**src/rtl/dds_ctrl_set.sv**
```systemverilog
// Front-panel controller for the DDS generator: three debounced active-low keys
// step the waveform index and the saturating frequency tuning word.
// Optional auto-repeat of the frequency keys is enabled by defining LONG_PRESS_EN.
module dds_ctrl_set #(
  parameter int unsigned     N_WAVE   = 4,
  parameter int unsigned     WAVE_W   = 2,
  parameter int unsigned     FW_W     = 32,
  parameter logic [FW_W-1:0] F_INIT   = 32'd85899,
  parameter logic [FW_W-1:0] F_STEP   = 32'd85899,
  parameter logic [FW_W-1:0] F_MIN    = 32'd85899,
  parameter logic [FW_W-1:0] F_MAX    = 32'd858993459,
  parameter int unsigned     DEB_CYC  = 1000000
`ifdef LONG_PRESS_EN
  ,
  parameter int unsigned     LONG_CYC = 50000000,
  parameter int unsigned     REP_CYC  = 5000000
`endif
) (
  input  logic              clk,
  input  logic              rst,
  input  logic [2:0]        key_in,
  output logic [WAVE_W-1:0] wave_sel,
  output logic [FW_W-1:0]   freq_word,
  output logic              cfg_valid,
  output logic [2:0]        key_state
);

  localparam int unsigned       CNT_W     = (DEB_CYC > 1) ? $clog2(DEB_CYC) : 1;
  localparam logic [CNT_W-1:0]  CNT_LAST  = CNT_W'(DEB_CYC - 1);
  localparam logic [WAVE_W-1:0] WAVE_LAST = WAVE_W'(N_WAVE - 1);

`ifdef LONG_PRESS_EN
  localparam int unsigned       LMAX      = (LONG_CYC > REP_CYC) ? LONG_CYC : REP_CYC;
  localparam int unsigned       LCNT_W    = (LMAX > 1) ? $clog2(LMAX) : 1;
  localparam logic [LCNT_W-1:0] LONG_LAST = LCNT_W'(LONG_CYC - 1);
  localparam logic [LCNT_W-1:0] REP_LAST  = LCNT_W'(REP_CYC - 1);
`endif

  typedef enum logic [1:0] {
    S_IDLE      = 2'd0,
    S_PRESS_DEB = 2'd1,
    S_HELD      = 2'd2,
    S_REL_DEB   = 2'd3
  } deb_state_e;

  // One press pulse per accepted key event, registered in the debouncer.
  logic [2:0] press;

  for (genvar g = 0; g < 3; g++) begin : g_key
    logic             sync0_q;
    logic             sync1_q;
    deb_state_e       state_q;
    logic [CNT_W-1:0] cnt_q;
    logic             press_q;
    logic             level_q;
`ifdef LONG_PRESS_EN
    localparam bit     REP_EN = (g != 0);
    logic [LCNT_W-1:0] lcnt_q;
    logic              rep_q;
`endif

    always_ff @(posedge clk) begin
      if (rst) begin
        sync0_q <= 1'b1;
        sync1_q <= 1'b1;
        state_q <= S_IDLE;
        cnt_q   <= '0;
        press_q <= 1'b0;
        level_q <= 1'b1;
`ifdef LONG_PRESS_EN
        lcnt_q  <= '0;
        rep_q   <= 1'b0;
`endif
      end else begin
        sync0_q <= key_in[g];
        sync1_q <= sync0_q;
        press_q <= 1'b0;
        case (state_q)
          S_IDLE: begin
            if (!sync1_q) begin
              state_q <= S_PRESS_DEB;
              cnt_q   <= '0;
            end
          end
          S_PRESS_DEB: begin
            if (sync1_q) begin
              state_q <= S_IDLE;
            end else if (cnt_q == CNT_LAST) begin
              state_q <= S_HELD;
              press_q <= 1'b1;
              level_q <= 1'b0;
`ifdef LONG_PRESS_EN
              lcnt_q  <= '0;
              rep_q   <= 1'b0;
`endif
            end else begin
              cnt_q <= cnt_q + 1'b1;
            end
          end
          S_HELD: begin
            if (sync1_q) begin
              state_q <= S_REL_DEB;
              cnt_q   <= '0;
            end
`ifdef LONG_PRESS_EN
            // First repeat after LONG_CYC cycles in HELD, then one every REP_CYC.
            else if (REP_EN) begin
              if (lcnt_q == (rep_q ? REP_LAST : LONG_LAST)) begin
                press_q <= 1'b1;
                lcnt_q  <= '0;
                rep_q   <= 1'b1;
              end else begin
                lcnt_q <= lcnt_q + 1'b1;
              end
            end
`endif
          end
          S_REL_DEB: begin
            if (!sync1_q) begin
              state_q <= S_HELD;
`ifdef LONG_PRESS_EN
              lcnt_q  <= '0;
              rep_q   <= 1'b0;
`endif
            end else if (cnt_q == CNT_LAST) begin
              state_q <= S_IDLE;
              level_q <= 1'b1;
            end else begin
              cnt_q <= cnt_q + 1'b1;
            end
          end
          default: state_q <= S_IDLE;
        endcase
      end
    end

    assign press[g]     = press_q;
    assign key_state[g] = level_q;
  end

  logic [WAVE_W-1:0] wave_q, wave_d;
  logic [FW_W-1:0]   freq_q, freq_d;
  logic              cfg_q, cfg_d;

  // Saturation is tested on the distance to the bound, so no intermediate wraps.
  always_comb begin
    wave_d = wave_q;
    freq_d = freq_q;
    if (press[0]) begin
      wave_d = (wave_q == WAVE_LAST) ? '0 : wave_q + 1'b1;
    end
    if (press[1] && !press[2]) begin
      freq_d = ((F_MAX - freq_q) < F_STEP) ? F_MAX : freq_q + F_STEP;
    end else if (press[2] && !press[1]) begin
      freq_d = ((freq_q - F_MIN) < F_STEP) ? F_MIN : freq_q - F_STEP;
    end
    cfg_d = (wave_d != wave_q) || (freq_d != freq_q);
  end

  // cfg_valid is a bare one-cycle strobe with no ready: consumers must take it
  // on the cycle it is high, alongside the already-updated wave_sel/freq_word.
  always_ff @(posedge clk) begin
    if (rst) begin
      wave_q <= '0;
      freq_q <= F_INIT;
      cfg_q  <= 1'b0;
    end else begin
      wave_q <= wave_d;
      freq_q <= freq_d;
      cfg_q  <= cfg_d;
    end
  end

  assign wave_sel  = wave_q;
  assign freq_word = freq_q;
  assign cfg_valid = cfg_q;

endmodule

```
**config.mk**
```make
export PLATFORM = sky130hd
export DESIGN_NAME = dds_ctrl_set
export DESIGN_NICKNAME = d
export VERILOG_FILES = /design/src/rtl/dds_ctrl_set.sv
export SDC_FILE = /design/constraint.sdc
export NUM_CORES = 1
export LEC_CHECK = 0
export ABC_AREA = 1
export BUFFER_PORTS_ARGS = -buffer_cell sky130_fd_sc_hd__buf_4
export CORE_MARGIN = 1.5
export CORE_UTILIZATION = 50
export DETAILED_ROUTE_END_ITERATION = 10
export PLACE_DENSITY = 0.67
export SLEW_MARGIN = 25
export SYNTH_ARGS = -nofsm -noshare
export SYNTH_HDL_FRONTEND = slang
export SYNTH_SLANG_ARGS = --single-unit
```
**constraint.sdc**
```tcl
create_clock -name clk -period 3.7 [get_ports clk]
set_input_delay 0.555 -clock clk [delete_from_list [all_inputs] [get_ports clk]]
set_output_delay 0.555 -clock clk [all_outputs]
set_load 0.02 [all_outputs]
```
After elaboration in Yosys (flattened, before gate mapping)
Cells that the tools add are included.
{"block": "classes", "bitwise": 3, "reduce_logical": 23, "n_addsub": 7, "shifts": 0, "order_cmp": 2, "div_mod_pow": 0, "muxes": 63, "n_mul": 0, "n_eq_ne": 39}
{"op": "$mux W20", "count": 15}
{"op": "$pmux W20 S4", "count": 3}
{"op": "$mux W32", "count": 4}
{"op": "$lt A32 B17 Y1 const B", "count": 2}
{"op": "$add A20 B1 Y20 const B", "count": 3}
{"op": "$eq A20 B20 Y1 const B", "count": 3}
{"op": "$mux W2", "count": 20}
{"op": "$ne A2 B2 Y1 const B", "count": 18}
{"op": "$add A32 B17 Y32 const B", "count": 1}
{"op": "$ne A32 B32 Y1", "count": 1}
{"op": "$sub A30 B32 Y32 const A", "count": 1}
{"op": "$sub A32 B17 Y32 const B", "count": 1}
{"op": "$pmux W2 S4", "count": 3}
{"op": "$reduce_and A4 Y1", "count": 6}
{"op": "$ne A3 B3 Y1 const B", "count": 6}
{"op": "$mux W1", "count": 15}
{"op": "$reduce_and A5 Y1", "count": 3}
{"op": "$eq A2 B2 Y1 const B", "count": 7}
{"op": "$reduce_or A3 Y1", "count": 3}
{"op": "$eq A2 B1 Y1 const B", "count": 3}
{"op": "$logic_not A2 Y1", "count": 3}
{"op": "$pmux W1 S2", "count": 3}
{"op": "$reduce_bool A2 Y1", "count": 3}
{"op": "$not A1 Y1", "count": 3}
{"op": "5 further kinds", "count": 7}
{"block": "word_totals", "elab_cells": 158, "latch_bits": 0, "memories": 0, "inputBits": 5, "ram_bits": 0, "rom_bits": 0, "register_bits": 113}

Depth between registers and ports, before layout
{"block": "logic_depth", "ltp_word": 7, "mapped_depth": 28}

Worst setup path after synthesis
Ideal clock, no wire load.
{"block": "synth_timing", "path_kind": "register to register", "startpoint": "reg freq_q[0] (netlist: freq_word[0])", "endpoint": "reg cfg_q (netlist: cfg_valid)", "arrival_time_ns": 2.621, "setup_slack_ns": 0.951, "t_required_ns": 3.572, "stages_incl_launch_ff": 22, "cell_sequence": "dfxtp_1 > inv_1 > ha_1 > nor2_1 > nor2_1 > nor2_1 > nand2_1 > nand2_1 > nand2_1 > nand2_1 > nand3_1 > nand2_1 > nand3_1 > xor2_1 > nand2_1 > nand2_1 > xor2_1 > nand3_1 > nor2_1 > nand3_1 > nor2_1 > nor2_1"}
{"block": "synth_between", "elab_chain_len": 7}
{"item": "start, declared", "line_no": "142", "source": "logic [FW_W-1:0] freq_q, freq_d;"}
{"item": "start signal, assigned", "line_no": "169", "source": "freq_q <= freq_d;"}
{"item": "$sub A32 B17 Y32", "line_no": "155", "source": "freq_d = ((freq_q - F_MIN) < F_STEP) ? F_MIN : freq_q - F_STEP;"}
{"item": "$lt A32 B17 Y1", "line_no": "155"}
{"item": "$mux W32", "line_no": "155"}
{"item": "$mux W32", "line_no": "154", "source": "end else if (press[2] && !press[1]) begin"}
{"item": "$mux W32", "line_no": "152", "source": "if (press[1] && !press[2]) begin"}
{"item": "$ne A32 B32 Y1 (*)", "line_no": "157", "source": "cfg_d = (wave_d != wave_q) || (freq_d != freq_q);"}
{"item": "$logic_or A1 B1 Y1 (*)", "line_no": "157"}
{"item": "end signal, assigned", "line_no": "170", "source": "cfg_q <= cfg_d;"}
{"item": "end, declared", "line_no": "143", "source": "logic cfg_q, cfg_d;"}
Mark *: on every way between the ends. The rest lies on a longest branch, timed or not.
A chain may end at the register's enable or synchronous reset.

Worst setup path after layout
{"block": "layout_timing", "startpoint": "reg freq_q[10] (netlist: freq_word[10])", "endpoint": "reg cfg_q (netlist: cfg_valid)"}
The elaborated chain is that of the path after synthesis.

==> results_dict.tcl <==
set metrics [dict create \
    start_kind "flip-flop" \
    synthFlopType "dfxtp_1" \
    arrival_ns 3.68 \
    crit_top_cell "nand2_1" \
    clk_pin_slew_ns 0.06 \
    syn_area_um2 8584 \
    finalCriticalPeriod_ns 3.393 \
    finalWirelength_mm 26.77 \
    clock.fmax_mhz 294.7 \
    yosysMostFrequentCell "nand2_1" \
    synthesis.instances 1449 \
    drt_iter0_markers 947 \
    cts.htree.levels 4 \
    grt_pass1_wl_mm 43.56 \
    fp.dieH_um 134.0 \
    crit_start "freq_word[10]" \
    slew_violations 0 \
    synth-seq-cells 113 \
    cp.required_ns 3.99 \
    endpoint_kind "flip-flop" \
    rrSetupSlack_ns 0.31 \
    drtAntennaViolNets 0 \
    crit_fanout 11 \
    post-dp-hpwl_mm 20.32 \
    crit_chain "nor2_2 -> a21oi_1 -> nand2_2 -> nand2_1 -> nor2_1 -> xor2_1 -> inv_1 -> nand2_1 -> nand2_1 -> nor2_1 -> nand2_4 -> buf_12 -> nand3_1 -> nand2_1 -> nand2_1 -> nand2_1 -> nor2_1 -> nand2_1 -> nor2_2 -> nand3_1 -> nor2_1 -> nor2_1" \
    nNetsFinal 1513 \
    clock-skew-final_ns 0.01663 \
    io_buffers 42 \
    yosys-top-cells-count "nand2_1 (408), nor2_1 (202), inv_1 (146)" \
    worst_pin_slew_ns 0.6471 \
    slowest_delay_ns 0.45 \
    cts-buffers-inserted 17 \
    route.detailed.drc 0 \
    synth_area_leaders "dfxtp_1 (26%), nand2_1 (18%), nor2_1 (8.8%)" \
    status "completed" \
    ioPinCount 43 \
    syn_area_per_cell_um2 5.924 \
    dpl.cell_count 1700 \
    cts_tree "yes" \
    rsz0062_at_grt "no" \
    start_util 0.5140 \
    ys_seq_area_frac 0.2635 \
    syn2layout_area_growth_pct 14.75 \
    async_flop_share 0 \
    hold_viol_final 0 \
    viasPerCell 5.470 \
    crit_path_end "cfg_valid" \
    clkSinkCount 113 \
    vdd_drop_max_mv 0.3862 \
    p_leak_nw 4.596 \
    gp_routability_congestion 0.9984 \
    track_usage 0.3053 \
    dieArea_um2 17960 \
    setup_viol 0 \
    grt_max_degree 43 \
    yosys_warnings 0 \
    crit-reg2reg-launch "freq_word[10]" \
    cp_num_buf_inv 2 \
    period_share 0.9170 \
    drv_cap 0 \
    finalNonFillerCells 1731 \
    final_util 0.5898 \
    slew_headroom 0.5676 \
    globalRouteOverflowTotal 0 \
    wl_per_cell_um 15.47 \
    p_per_area_nw_per_um2 301.0 \
    hold_class "in2reg" \
    first_global_vias 8733 \
    vias 9469 \
    synth_top_area_cell "dfxtp_1" \
    clk_latency_ns 0.42 \
    core_area_um2 16700 \
    synth_top_area_share 0.2635 \
    die_w_um 134.0 \
    tns_ns 0 \
    cpLargestDelayFamily "simple AND/OR/NAND/NOR gates" \
    root_buffer "clkbuf_16" \
    syn-num-nets 1462 \
    drive_gt1_frac 0.1271 \
    diodes 0 \
    synth_cell_types 49 \
    r2r_cells 22 \
    num_rows 47 \
    crit_slowest_cell "dfxtp_1" \
    firstDrtPassIters 5 \
    path_depth 22 \
    synth_edf_count 0 \
    worstSetupPathType "reg2reg" \
    cts.path.max_buffers 2 \
    antenna_found_initial 0 \
    r2r-end "cfg_valid" \
]
## logic make-up after synthesis
group,Yosys count,synth area share
AOI/OAI and AO/OA,195,0.1233
buffers and inverters,215,0.1051
xor gates and xnor gates,39,0.03979
DFF,113,0.2635
and+or+nand+nor,879,0.4566
adders and majority gates,8,0.01166
## placed cells by master (no fill, tap or decap), types with 3 or more instances in the layout
cell type  synthesis  layout
nand2_1          408     408
nor2_1           202     199
inv_1            146     145
nand3_1          130     130
dfxtp_1          113     109
buf_4             10      85
o21ai_0           83      83
a21oi_1           80      80
xor2_1            36      36
nand4_1           33      33
nor3_1            22      22
nand2_2           18      17
clkbuf_16          0      17
inv_2             12      13
nor4_1            11      11
nand3_2            9       9
nand3b_1           9       9
or2_2              8       8
ha_1               8       8
nor2_2             4       6
and3_1             6       6
nor2_4             5       6
o21a_1             6       6
nand2_4            4       5
o21ai_1            5       5
a211oi_1           5       5
o211ai_1           4       4
and2_1             3       3
xnor2_1            3       3
nand3_4            3       3
clkbuf_8           0       3
bufinv_16          0       3
dfxtp_2            0       3
## final cells by class
cell class	instances	area [µm²]
Clock buffer	21	470.5
Clock inverter	9	132.6
Fill cell	1669	6850
Inverter	161	606.8
Multi-Input combinational cell	1121	5438
Sequential cell	113	2270
Tap cell	220	275.3
Timing Repair Buffer	86	658.1
## stage by stage
stage / hold WS (ns) / cell area, µm² / total power [mW] / setup slack, ns
finish: 0.3262 / 9851 / 2.966 / 0.3073
global route: 0.3146 / 9851 / 3.053 / 0.03656
CTS: 0.3086 / 9826 / 3.000 / 0.007659
detailed placement: 0.3944 / 9223 / 1.310 / 0.02209
global placement: 0.3915 / 9223 / 1.309 / -0.04844
floorplan: 0.3895 / 8584 / 1.291 / 0.9508
## state kept, by name (all words and copies together), names as in the netlist, named ones only
name	flops
wave_sel	1
freq_word	32
g_key.sync0_q	3
g_key.sync1_q	3
g_key.state_q	3
g_key.cnt_q	60
cfg_valid	1
g_key.press_q	3
g_key.level_q	3
## power by group
group | switching [mW] | internal [mW]
combinational | 0.0386 | 0.0178
sequential | 0.00418 | 1.22
clock | 0.578 | 1.10
total | 0.621 | 2.34
## routing by layer
| layer | global-route usage | up-vias | wire, µm |
|---|---|---|---|
| met3 | 0.05820 | 75 | 2235 |
| met5 | 0 | - | 0 |
| met4 | 0.1392 | 0 | 1021 |
| met2 | 0.4739 | 398 | 11760 |
| met1 | 0.4115 | 4203 | 11750 |
| li1 | - | 4793 | - |
## worst min-delay path by stage
stage | startpoint | end | slack [ns] | cells past startpoint
floorplan | g_key[0].sync0_q | g_key[0].sync1_q | 0.39 | 1
global placement | g_key[2].sync0_q | g_key[2].sync1_q | 0.39 | 1
detailed placement | g_key[0].sync0_q | g_key[0].sync1_q | 0.39 | 1
CTS | key_in[1] | g_key[1].sync0_q | 0.31 | 2
global route | key_in[1] | g_key[1].sync0_q | 0.31 | 2
finish | key_in[0] | g_key[0].sync0_q | 0.33 | 2
## repair_timing
| action | in CTS | in global routing |
|---|---|---|
| hold buffers | 0 | 0 |
| buffers inserted | 0 | 1 |
| hold endpoints to repair | 0 | 0 |
| gates resized for setup | 0 | 9 |
| setup endpoints to repair | 0 | 1 |
Power figures use the tool's default switching activity.
